===== config.mk =====
export PLATFORM = sky130hd
export DESIGN_NAME = opb_ctrl_master
export DESIGN_NICKNAME = d
export VERILOG_FILES = /design/src/rtl/opb_ctrl_master.sv
export SDC_FILE = /design/constraint.sdc
export NUM_CORES = 1
export LEC_CHECK = 0
export ABC_AREA = 1
export BUFFER_PORTS_ARGS = -buffer_cell sky130_fd_sc_hd__buf_2
export CORE_ASPECT_RATIO = 0.5
export CORE_MARGIN = 1
export CORE_UTILIZATION = 43
export CTS_BUF_LIST = sky130_fd_sc_hd__clkbuf_16
export DETAILED_ROUTE_END_ITERATION = 8
export GPL_TIMING_DRIVEN = 0
export PLACE_DENSITY = 0.74
export SETUP_SLACK_MARGIN = 0.4
export SYNTH_ARGS = -nofsm -noshare
export SYNTH_HDL_FRONTEND = slang
export SYNTH_SLANG_ARGS = --single-unit
export TNS_END_PERCENT = 20

===== constraint.sdc =====
create_clock -name OPB_Clk -period 1.55 [get_ports OPB_Clk]
set_input_delay 0.2325 -clock OPB_Clk [delete_from_list [all_inputs] [get_ports OPB_Clk]]
set_output_delay 0.2325 -clock OPB_Clk [all_outputs]
set_load 0.03 [all_outputs]

===== src/rtl/opb_ctrl_master.sv =====
// Single-beat OPB master: turns a valid/ready command into one OPB read or write
// and returns data plus status (ok, errAck, timeout, retry exhausted) on a response port.
//
// state  | meaning
// -------+----------------------------------------------------------
// S_IDLE | ready for a command (cmd_ready=1)
// S_REQ  | M_request to arbiter, waiting for OPB_MGrant
// S_XFER | M_select driven, waiting for ack/errAck/retry/timeout
// S_GAP  | back-off after a retry before requesting again
// S_RESP | response held on rsp_* until rsp_ready
module opb_ctrl_master #(
  parameter int C_OPB_AWIDTH = 32,
  parameter int C_OPB_DWIDTH = 32,
  parameter int C_TIMEOUT    = 16,
  parameter int C_MAX_RETRY  = 3,
  parameter int C_RETRY_GAP  = 2
) (
  input  logic                      OPB_Clk,
  input  logic                      OPB_Rst_n,
  input  logic                      cmd_valid,
  output logic                      cmd_ready,
  input  logic                      cmd_rnw,
  input  logic [C_OPB_AWIDTH-1:0]   cmd_addr,
  input  logic [3:0]                cmd_be,
  input  logic [C_OPB_DWIDTH-1:0]   cmd_wdata,
  output logic                      rsp_valid,
  input  logic                      rsp_ready,
  output logic [C_OPB_DWIDTH-1:0]   rsp_rdata,
  output logic [1:0]                rsp_err,
  output logic                      M_request,
  output logic                      M_select,
  output logic                      M_RNW,
  output logic [0:C_OPB_AWIDTH-1]   M_ABus,
  output logic [0:3]                M_BE,
  output logic [0:C_OPB_DWIDTH-1]   M_DBus,
  output logic                      M_seqAddr,
  output logic                      M_busLock,
  input  logic                      OPB_MGrant,
  input  logic [0:C_OPB_DWIDTH-1]   OPB_DBus,
  input  logic                      OPB_xferAck,
  input  logic                      OPB_errAck,
  input  logic                      OPB_retry,
  input  logic                      OPB_toutSup,
  input  logic                      OPB_timeout
);

  localparam int RT_W = (C_MAX_RETRY < 1) ? 1 : $clog2(C_MAX_RETRY + 1);
  localparam int WD_W = $clog2(C_TIMEOUT);
  localparam int GP_W = (C_RETRY_GAP < 2) ? 1 : $clog2(C_RETRY_GAP);

  localparam logic [RT_W-1:0] RT_MAX  = RT_W'(C_MAX_RETRY);
  localparam logic [WD_W-1:0] WD_LAST = WD_W'(C_TIMEOUT - 1);
  localparam logic [GP_W-1:0] GP_LAST = GP_W'(C_RETRY_GAP - 1);

  localparam logic [1:0] ERR_OK    = 2'b00;
  localparam logic [1:0] ERR_ACK   = 2'b01;
  localparam logic [1:0] ERR_TOUT  = 2'b10;
  localparam logic [1:0] ERR_RETRY = 2'b11;

  typedef enum logic [2:0] {
    S_IDLE,
    S_REQ,
    S_XFER,
    S_GAP,
    S_RESP
  } state_t;

  state_t                  state_q, state_d;
  logic                    rdy_en_q, rdy_en_d;
  logic                    rnw_q, rnw_d;
  logic [C_OPB_AWIDTH-1:0] addr_q, addr_d;
  logic [3:0]              be_q, be_d;
  logic [C_OPB_DWIDTH-1:0] wdata_q, wdata_d;
  logic [C_OPB_DWIDTH-1:0] rdata_q, rdata_d;
  logic [1:0]              err_q, err_d;
  logic [RT_W-1:0]         retry_q, retry_d;
  logic [WD_W-1:0]         wdog_q, wdog_d;
  logic [GP_W-1:0]         gap_q, gap_d;

  always_ff @(posedge OPB_Clk) begin
    if (!OPB_Rst_n) begin
      state_q  <= S_IDLE;
      rdy_en_q <= 1'b0;
      rnw_q    <= 1'b0;
      addr_q   <= '0;
      be_q     <= '0;
      wdata_q  <= '0;
      rdata_q  <= '0;
      err_q    <= ERR_OK;
      retry_q  <= '0;
      wdog_q   <= '0;
      gap_q    <= '0;
    end else begin
      state_q  <= state_d;
      rdy_en_q <= rdy_en_d;
      rnw_q    <= rnw_d;
      addr_q   <= addr_d;
      be_q     <= be_d;
      wdata_q  <= wdata_d;
      rdata_q  <= rdata_d;
      err_q    <= err_d;
      retry_q  <= retry_d;
      wdog_q   <= wdog_d;
      gap_q    <= gap_d;
    end
  end

  always_comb begin
    state_d  = state_q;
    rdy_en_d = 1'b1;
    rnw_d    = rnw_q;
    addr_d   = addr_q;
    be_d     = be_q;
    wdata_d  = wdata_q;
    rdata_d  = rdata_q;
    err_d    = err_q;
    retry_d  = retry_q;
    wdog_d   = wdog_q;
    gap_d    = gap_q;

    case (state_q)
      S_IDLE: begin
        if (cmd_valid && rdy_en_q) begin
          rnw_d   = cmd_rnw;
          addr_d  = cmd_addr;
          be_d    = cmd_be;
          wdata_d = cmd_wdata;
          rdata_d = '0;
          err_d   = ERR_OK;
          retry_d = '0;
          state_d = S_REQ;
        end
      end

      S_REQ: begin
        if (OPB_MGrant) begin
          wdog_d  = '0;
          state_d = S_XFER;
        end
      end

      S_XFER: begin
        if (!OPB_toutSup) begin
          wdog_d = wdog_q + 1'b1;
        end
        // Priority: errAck > timeout > retry > xferAck
        if (OPB_errAck) begin
          err_d   = ERR_ACK;
          rdata_d = '0;
          state_d = S_RESP;
        end else if (OPB_timeout || (wdog_q == WD_LAST)) begin
          err_d   = ERR_TOUT;
          rdata_d = '0;
          state_d = S_RESP;
        end else if (OPB_retry) begin
          if (retry_q == RT_MAX) begin
            err_d   = ERR_RETRY;
            rdata_d = '0;
            state_d = S_RESP;
          end else begin
            retry_d = retry_q + 1'b1;
            gap_d   = '0;
            state_d = S_GAP;
          end
        end else if (OPB_xferAck) begin
          err_d   = ERR_OK;
          rdata_d = rnw_q ? OPB_DBus : '0;
          state_d = S_RESP;
        end
      end

      S_GAP: begin
        if (gap_q == GP_LAST) begin
          state_d = S_REQ;
        end else begin
          gap_d = gap_q + 1'b1;
        end
      end

      S_RESP: begin
        if (rsp_ready) begin
          state_d = S_IDLE;
        end
      end

      default: state_d = S_IDLE;
    endcase
  end

  // Bus outputs are zero while deselected so they can be OR-ed onto the OPB.
  always_comb begin
    cmd_ready = (state_q == S_IDLE) && rdy_en_q;
    M_request = (state_q == S_REQ);
    M_select  = (state_q == S_XFER);
    M_RNW     = M_select && rnw_q;
    M_ABus    = M_select ? addr_q : '0;
    M_BE      = M_select ? be_q : '0;
    M_DBus    = (M_select && !rnw_q) ? wdata_q : '0;
    M_seqAddr = 1'b0;
    M_busLock = 1'b0;
    rsp_valid = (state_q == S_RESP);
    rsp_rdata = rsp_valid ? rdata_q : '0;
    rsp_err   = rsp_valid ? err_q : ERR_OK;
  end

endmodule


### Yosys cells after proc, flatten, opt, wreduce, memory -nomap -nowiden

Index checks and enable logic that the tools add are counted.

| storage, ports and cells | value |
|---|---|
| input port bits | 111 |
| word-level logic and storage cells | 92 |
| output and inout bits | 109 |
| ROM bits | 0 |
| bits in registers | 114 |
| memories kept | 0 |
| RAM bits | 0 |
| bits in latches | 0 |

| operators by class | value |
|---|---|
| divide/modulo/power cells | 0 |
| reduce and logical (&&, ||, !) cells | 16 |
| eq/ne operators | 17 |
| shift operators | 0 |
| muxes and demuxes | 45 |
| order comparisons | 0 |
| multiply operators | 0 |
| add/sub/neg operators | 3 |
| bitwise gates (word level) | 0 |

Operators by type and width:

| kind | count |
|---|---|
| 2-to-1 mux 32 bit | 10 |
| one-hot mux 32 bit (2 select lines) | 1 |
| 2-to-1 mux 3 bit | 9 |
| 2-to-1 mux 2 bit | 11 |
| one-hot mux 3 bit (5 select lines) | 1 |
| 2-to-1 mux 4 bit | 3 |
| inequality test 2 bit (second input constant) | 6 |
| AND reduction 5 bit | 2 |
| one-hot mux 2 bit (2 select lines) | 2 |
| one-hot mux 4 bit (2 select lines) | 1 |
| equality test 3 x 2 -> 1 bit (second input constant) | 2 |
| 2-to-1 mux 1 bit | 6 |
| inequality test 2 x 1 -> 1 bit (second input constant) | 3 |
| AND reduction 6 bit | 1 |
| nonzero test 2 bit | 3 |
| inequality test 5 x 1 -> 1 bit (second input constant) | 1 |
| inequality test 5 x 3 -> 1 bit (second input constant) | 1 |
| adder 4 x 1 -> 4 bit (second input constant) | 1 |
| equality test 4 bit (second input constant) | 1 |
| logical AND 1 bit | 4 |
| AND reduction 4 bit | 1 |
| equality test 3 x 1 -> 1 bit (second input constant) | 1 |
| equality test 3 bit (second input constant) | 1 |
| logical NOT 3 bit | 1 |
| 8 further kinds | 8 |

### Longest topological paths before layout

Gate-level depths: netlist of the first run.

| depth | value |
|---|---|
| depth in word-level cells | 6 |
| depth in mapped cells | 11 |
| gate-level depth less buffers | 10 |

### Worst setup path after synthesis of the first run

No wires, ideal clock.

| path | value |
|---|---|
| path kind | register -> register |
| from | register state_q[0] |
| to | register wdog_q[2] |
| stages on the path, launching flop included | 9 |
| slack | -265 ps |
| data arrival time | 1,745 ps |
| cell sequence | dfxtp_1 inv_2 nor3_1 inv_1 o21ai_0 nand2_1 inv_1 nand3_1 a21oi_1 |

| between the ends | value |
|---|---|
| longest elaborated chain between the ends | 3 |
| elaborated cells on any way between the ends | 7 |
| those cells by class | 4 x eq/ne; 1 x mux; 2 x reduce/logical |

Ends and longest elaborated chain:

| item | line | RTL |
|---|---|---|
| start: declaration | 68 | `state_t state_q, state_d;` |
| start signal: assignment | 94 | `state_q <= state_d;` |
| equality test 3 x 1 -> 1 bit (*) | -- |  |
| named net M_request | 30 | `output logic M_request,` |
| inequality test 2 x 1 -> 1 bit (no source line) / nonzero test 2 bit (equally long branches) | -- |  |
| AND reduction 3 bit (no source line) | -- |  |
| end signal: assignment | 103 | `wdog_q <= wdog_d;` |
| end: declaration | 77 | `logic [WD_W-1:0] wdog_q, wdog_d;` |

Mark *: on every way through the listed nets, which the timed path passes. The rest lies on a longest branch.
A chain may end at the register's enable or synchronous reset.

### Final worst setup path of the first run

| path | value |
|---|---|
| from | register state_q[0] |
| to | output port M_ABus[9] (netlist bit) |

| between the ends | value |
|---|---|
| longest elaborated chain between the ends | 2 |

Ends and longest elaborated chain:

| item | line | RTL |
|---|---|---|
| equality test 3 x 2 -> 1 bit | 194 | `M_select = (state_q == S_XFER);` |
| 2-to-1 mux 32 bit | 196 | `M_ABus = M_select ? addr_q : '0;` |
| end: declaration | 33 | `output logic [0:C_OPB_AWIDTH-1] M_ABus,` |

No other way between the ends.

==> reports/metrics.yaml, run 1 <==
setup_path:
  start_kind: "flip-flop"
  rr_worst_depth: 12
  crit_type: "flip-flop to output port"
  r2r-end: "rdata_q[1]"
  worst-r2r-setup-slack_ns: -0.18
  cp-end-kind: "output port"
  worstSetupStartpoint: "state_q[0]"
  rr_startpoint: "state_q[0]"
  cp.required_ns: 1.32
  worstSetupEndpoint: "M_ABus[9]"
  crit_arrival_ns: 1.64
  worstPathMaxFanout: 8
route:
  drt_first_iter_violations: 314
  drtPass1Iterations: 7
  vias: 6036
  drt-vias-per-instance: 4.899
  wirelength_um: 17940
  antenna_left: 0
  drc: 0
  detail_route.wl_per_cell_um: 14.56
place:
  dp_hpwl_um: 11130
  io_buffers: 217
  gp_congestion: 0.8781
  place_ws_ns: -0.2325
  dp.cells: 1171
  dpl_cell_area_um2: 7445
die:
  io_pins: 220
  coreArea_um2: 11810
  row_count: 28
  die_w_um: 157.8
  start_util_pct: 44.21
  die_area_um2: 12610
  fp.dieH_um: 79.91
final_layout:
  final_area_um2: 9225
  drive_gt1_share_pct: 42.64
  diodes: 0
  final_cells: 1232
  fin_util_pct: 78.14
  finalNetCount: 1168
  syn_to_final_growth_pct: 76.73
  fill_cells: 834
yosys:
  netlist_area_um2: 5220
  synthFlopType: "dfxtp_1"
  synth_edf_count: 0
  ys_ff_latch: 114
  synth_top_area_share_pct: 43.72
  yosysWarnings: 0
  ys_seq_area_share_pct: 43.72
  synthCells: 788
  synth.largest_area_cell: "dfxtp_1"
  ys_types: 24
  synth.area.top_cells: "dfxtp_1 (44%), nor2_1 (14%), inv_1 (8.5%)"
  synthArstFlopShare_pct: 0
  synth_commonest_cells: "nor2_1 (201), inv_1 (118), dfxtp_1 (114)"
  yosysMostFrequentCell: "nor2_1"
  avgSynthCellArea_um2: 6.624
outcome:
  status: "finished with violations"
  violations: "setup timing"
sta:
  rsz0062_at_grt: "yes"
  timing.hold.ws_ns: 0.06402
  fin_setup_tns_ns: -35.87
  period_minus_slack_ns: 1.877
  hold_viol_final: 0
  slew_violations: 0
  fin_crit_sh_pct: 121.1
  setup_violations: 174
  tightestPinTransition_ns: 0.5004
  max_freq_mhz: 532.6
  timing.final.ws_setup_ns: -0.3274
  slew-limit-headroom_pct: 66.64
  worst_clock_skew_ns: 0.006156
clock_tree:
  clk_latency_ns: 0.40
  cts_sinks: 114
  cts_tree: "done"
  clockBufferDepth: 2
  cts_hold_buf: 0
  clockRootBuffer: "clkbuf_16"
  numCtsBuffers: 17
  clkTransAtPathRegs_ns: 0.05
  htree_levels: 4
global_route:
  gr-total-overflow: 0
  grt_pass1_vias: 5771
  grt_usage_pct: 28.30
  grt_first_pass_wirelength_um: 27680
  grt_max_degree: 17
  antenna_found_initial: 0
power:
  p_leak_nw: 3.919
  powerDensity_nw_per_um2: 1431
  total_power_mw: 13.20
  ir_drop_mv: 0.9425
run:
  max_cap_viol_count: 0
min_path:
  hold_class: "input port to flip-flop"
-- repair_timing --
| action | in CTS | in global routing |
|---|---|---|
| resized for setup | 275 | 52 |
| setup endpoints to repair | 220 | 220 |
| gates cloned | 9 | 2 |
| hold endpoints to repair | 0 | 0 |
| buffers inserted | 15 | 4 |
| pin swaps | 8 | 3 |
-- critical path: stages (launching register included) --
cell	delay [ns]
dfxtp_4	0.36
inv_6	0.06
nand3_4	0.08
buf_12	0.15
clkbuf_16	0.18
clkbuf_16	0.18
nor2_4	0.08
buf_6	0.14
-- layout by cell type, fill, tap and decap left out, drive strengths merged --
cell / n
dfxtp: 114
buf: 260
clkbuf: 57
nand3b: 1
nand4: 25
nand2: 85
o21ai: 74
bufinv: 2
inv: 128
nor2: 204
a21oi: 77
nand3: 24
conb: 2
clkinv: 5
ha: 2
xor2: 2
nor3: 1
clkinvlp: 1
o21bai: 3
-- cell type report --
cell class / instances / area [um2] / area share (%)
Multi-Input combinational cell: 500 / 3146 / 34.10
Sequential cell: 114 / 2296 / 24.89
Tap cell: 165 / 206.4 / 2.238
Buffer: 54 / 596.8 / 6.470
Clock inverter: 14 / 111.4 / 1.207
Inverter: 122 / 478.0 / 5.181
Timing Repair Buffer: 246 / 1966 / 21.31
Clock buffer: 17 / 425.4 / 4.611
-- worst min path at each step --
stage                     endpoint      start  cells after the start  slack (ns)
after floorplan           rdy_en_q  OPB_Rst_n                      0        0.26
after global placement       gap_q      gap_q                      2        0.45
after CTS                 rdy_en_q  OPB_Rst_n                      1        0.06
after global routing      rdy_en_q  OPB_Rst_n                      1        0.06
after detailed placement     gap_q      gap_q                      2        0.46
final                     rdy_en_q  OPB_Rst_n                      1        0.06
-- power by group --
group	switching (mW)	leakage [nW]	total, mW	internal, mW
registers	0.336	0.941	4.05	3.72
logic	3.40	2.69	5.53	2.14
clock network	1.32	0.286	3.61	2.29
-- layer usage --
layer  global-route usage, %  vias up  wire length [um]  share of wire [%]
met5                       0        -                 0                  0
met4                   10.19        0               386                2.2
met3                   7.600       44              1031                5.7
met2                   49.87      204              8979                 50
met1                   33.09     2782              7537                 42
li1                        -     3006                 -                  -
-- state kept, by name, indices dropped and copies added, names as in the netlist --
name / count
err_q: 2
rdata_q: 32
addr_q: 32
rnw_q: 1
gap_q: 1
retry_q: 2
be_q: 4
wdata_q: 32
rdy_en_q: 1
wdog_q: 4
state_q: 3
-- cells by family after synthesis --
| logic type | count (synthesis) | synth area share, % |
|---|---|---|
| compound gates | 154 | 14.91 |
| fa+ha+maj | 2 | 0.4793 |
| flops | 114 | 43.72 |
| buf+inv | 176 | 13.71 |
| xor+xnor | 2 | 0.3356 |
| simple gates | 339 | 26.77 |
| other cells | 1 | 0.07184 |
No activity file was read; power rests on OpenSTA's default activity.
==> run 2, diff against run 1 <==
- ABC_AREA: 1 -> not set
- CAP_MARGIN: not set -> 20
==> run 2 against run 1 <==
Against the previous run:
- the run still ends with setup timing left
- fmax down 12%
- count of clock-buffer cells in the layout unchanged
- combinational power down 54%
- non-clock buffer count down 21
- cell count down 13%
- via count down 14%
- die area down 2.2%
- global-route usage down 3.7 points
- hold slack better by 0.0043 ns
- largest cell class unchanged
- largest power group is now clock
- highest routed layer unchanged
==> reports/metrics.yaml, run 2 <==
place:
  place_ws_ns: -0.5664  # was -0.2325 ns
  dpl_cell_area_um2: 6636  # was 7445 um2
  gp_congestion: 0.8185  # was 0.8781
  dp.cells: 1026  # was 1,171
  io_buffers: 217  # unchanged
  dp_hpwl_um: 10160  # was 11,130 um
route:
  detail_route.wl_per_cell_um: 14.24  # was 14.56 um
  drc: 0  # unchanged
  drt_first_iter_violations: 285  # was 314
  drt-vias-per-instance: 4.853  # was 4.899
  drtPass1Iterations: 5  # was 7
  antenna_left: 0  # unchanged
  vias: 5198  # was 6,036
  wirelength_um: 15250  # was 17,940 um
die:
  row_count: 27  # was 28
  die_w_um: 156.1  # was 157.8 um
  coreArea_um2: 11280  # was 11,810 um2
  start_util_pct: 45.23  # was 44.21%
  die_area_um2: 12340  # was 12,610 um2
  fp.dieH_um: 79.04  # was 79.91 um
  io_pins: 220  # unchanged
clock_tree:
  clkTransAtPathRegs_ns: 0.05  # about the same
  htree_levels: 4  # unchanged
  cts_tree: "done"  # unchanged
  clk_latency_ns: 0.40  # about the same
  clockBufferDepth: 2  # unchanged
  clockRootBuffer: "clkbuf_16"  # unchanged
  numCtsBuffers: 17  # unchanged
  cts_sinks: 114  # unchanged
sta:
  tightestPinTransition_ns: 0.5479  # was 0.5004 ns
  timing.hold.ws_ns: 0.06831  # was 0.06402 ns
  rsz0062_at_grt: "yes"  # unchanged
  fin_crit_sh_pct: 137.4  # was 121.1%
  slew_violations: 0  # unchanged
  timing.final.ws_setup_ns: -0.5801  # was -0.3274 ns
  hold_viol_final: 0  # unchanged
  setup_violations: 214  # was 174
  slew-limit-headroom_pct: 63.48  # was 66.64%
  period_minus_slack_ns: 2.130  # was 1.877 ns
  max_freq_mhz: 469.5  # was 532.6 MHz
  worst_clock_skew_ns: 0.007677  # was 0.006156 ns
setup_path:
  start_kind: "flip-flop"  # unchanged
  rr_startpoint: "state_q[0]"  # unchanged
  cp.required_ns: 1.32  # about the same
  worst-r2r-setup-slack_ns: -0.46  # was -0.18 ns
  r2r-end: "rdata_q[16]"  # was rdata_q[1]
  cp-end-kind: "output port"  # unchanged
  worstPathMaxFanout: 8  # unchanged
  crit_arrival_ns: 1.90  # was 1.64 ns
  crit_type: "flip-flop to output port"  # unchanged
  rr_worst_depth: 7  # was 12
global_route:
  grt_max_degree: 17  # unchanged
  gr-total-overflow: 0  # unchanged
  antenna_found_initial: 0  # unchanged
  grt_first_pass_wirelength_um: 23910  # was 27,680 um
  grt_usage_pct: 24.62  # was 28.30%
  grt_pass1_vias: 5131  # was 5,771
yosys:
  ys_ff_latch: 114  # unchanged
  yosysMostFrequentCell: "nand2_1"  # was nor2_1
  synthArstFlopShare_pct: 0  # unchanged
  yosysWarnings: 0  # unchanged
  synth_top_area_share_pct: 44.72  # was 43.72%
  synth.largest_area_cell: "dfxtp_1"  # unchanged
  synth_edf_count: 0  # unchanged
  synth.area.top_cells: "dfxtp_1 (45%), nand2_1 (15%), and2_1 (13%)"  # was dfxtp_1 (44%), nor2_1 (14%), inv_1 (8.5%)
  ys_types: 39  # was 24
  ys_seq_area_share_pct: 44.72  # was 43.72%
  netlist_area_um2: 5104  # was 5220 um2
  avgSynthCellArea_um2: 7.864  # was 6.624 um2
  synthCells: 649  # was 788
  synth_commonest_cells: "nand2_1 (206), dfxtp_1 (114), and2_1 (104)"  # was nor2_1 (201), inv_1 (118), dfxtp_1 (114)
  synthFlopType: "dfxtp_1"  # unchanged
min_path:
  min_to: "addr_q[4]"  # was rdy_en_q
  min_path_cells: 3  # was 1
  hold_class: "input port to flip-flop"  # unchanged
  hold_path.startpoint: "cmd_addr[4]"  # was OPB_Rst_n
final_layout:
  fill_cells: 878  # was 834
  final_area_um2: 8084  # was 9225 um2
  final_cells: 1071  # was 1,232
  finalNetCount: 1012  # was 1,168
  layout_common_cells: "nand2_1 (206), buf_2 (117), dfxtp_1 (110)"  # was buf_2 (139), inv_1 (123), dfxtp_1 (109)
  diodes: 0  # unchanged
  drive_gt1_share_pct: 41.78  # was 42.64%
  reg.largest.list: "addr_q x32, rdata_q x32, wdata_q x32"  # unchanged
  syn_to_final_growth_pct: 58.40  # was 76.73%
  final_common_cell: "nand2_1"  # was buf_2
power:
  p_leak_nw: 3.687  # was 3.919 nW
  ir_drop_mv: 0.8196  # was 0.9425 mV
  total_power_mw: 10.12  # was 13.20 mW
  powerDensity_nw_per_um2: 1252  # was 1431 nW/um2
outcome:
  violations: "setup timing"  # unchanged
  status: "finished with violations"  # unchanged
run:
  max_cap_viol_count: 0  # unchanged
run 2: cell count changes in the layout (fill, tap and decap cells not counted), moves of 22 or more:
cell | previous run | this run
nor2_1 | 89 | 6
o21ai_1 | 56 | 1
nor2_4 | 99 | 1
buf_4 | 23 | 73
buf_6 | 87 | 45
mux2i_1 | 0 | 33
inv_1 | 123 | 6
and2_1 | 0 | 36
nand4_1 | 25 | 0
nand2_1 | 76 | 206
buf_2 | 139 | 117
and2_4 | 0 | 67
run 2: how the worst max path moves through the flow:
stage               start     endpoint  depth (start not counted)
2_1_floorplan  retry_q[1]  rdata_q[10]                          5
3_3_place_gp   state_q[0]    M_DBus[8]                          6
3_5_place_dp   state_q[0]    M_DBus[8]                          6
4_1_cts        state_q[2]    M_DBus[8]                          7
5_1_grt        state_q[0]    M_DBus[8]                          7
6_report       state_q[0]   M_DBus[27]                          7
run 2: cells by family after synthesis:
logic type	Yosys count	share of synthesized area, %
simple gates	344	31.72
xor+xnor	2	0.3433
mux	35	6.889
fa+ha+maj	2	0.4902
buf+inv	55	4.976
flops	114	44.72
compound gates	96	10.79
other cells	1	0.07348
run 2: report_power, final:
group / switching, mW / internal, mW / leakage [nW]
Clock: 1.34 / 2.98 / 0.329
Sequential: 0.121 / 3.17 / 0.927
Combinational: 1.37 / 1.15 / 2.43
run 2: routing by layer:
layer | part of all wire (%) | GRT usage, % | vias up
met4 | 3.8 | 13.92 | 0
met1 | 43 | 28.90 | 2378
met2 | 48 | 42.10 | 176
met3 | 5.5 | 5.459 | 48
li1 | - | - | 2596
met5 | 0 | 0 | -
run 2: metrics by stage:
step / util (%) / setup TNS (ns)
floorplan: - / -12.80
global placement: 58.82 / -75.88
detailed placement: 58.82 / -78.93
CTS: 70.54 / -85.06
global route: 71.65 / -94.48
finish: 71.65 / -76.20
run 2: cell type report:
type                            count  area (um2)  share of cell area, %
Multi-Input combinational cell    481        2835                  35.07
Sequential cell                   114        2287                  28.29
Timing Repair Buffer              230        1683                  20.82
Clock buffer                       17       425.4                  5.262
Buffer                             49       404.1                  4.999
Clock inverter                     15       222.7                  2.755
Tap cell                          159       198.9                  2.461
Inverter                            6       27.53                 0.3405
run 2: worst max-delay path, stage by stage (launching register included):
cell	delay, ns
dfxtp_2	0.33
or3b_1	0.39
buf_6	0.15
nor2_4	0.10
buf_12	0.15
buf_8	0.12
and2_4	0.14
buf_6	0.12
run 2: timing repair:
item	CTS	global route
buffers inserted	5	2
gates cloned	3	2
hold buffers	1	0
resized for setup	218	25
setup endpoints to repair	220	220
hold endpoints to repair	1	0
pin swaps	34	4
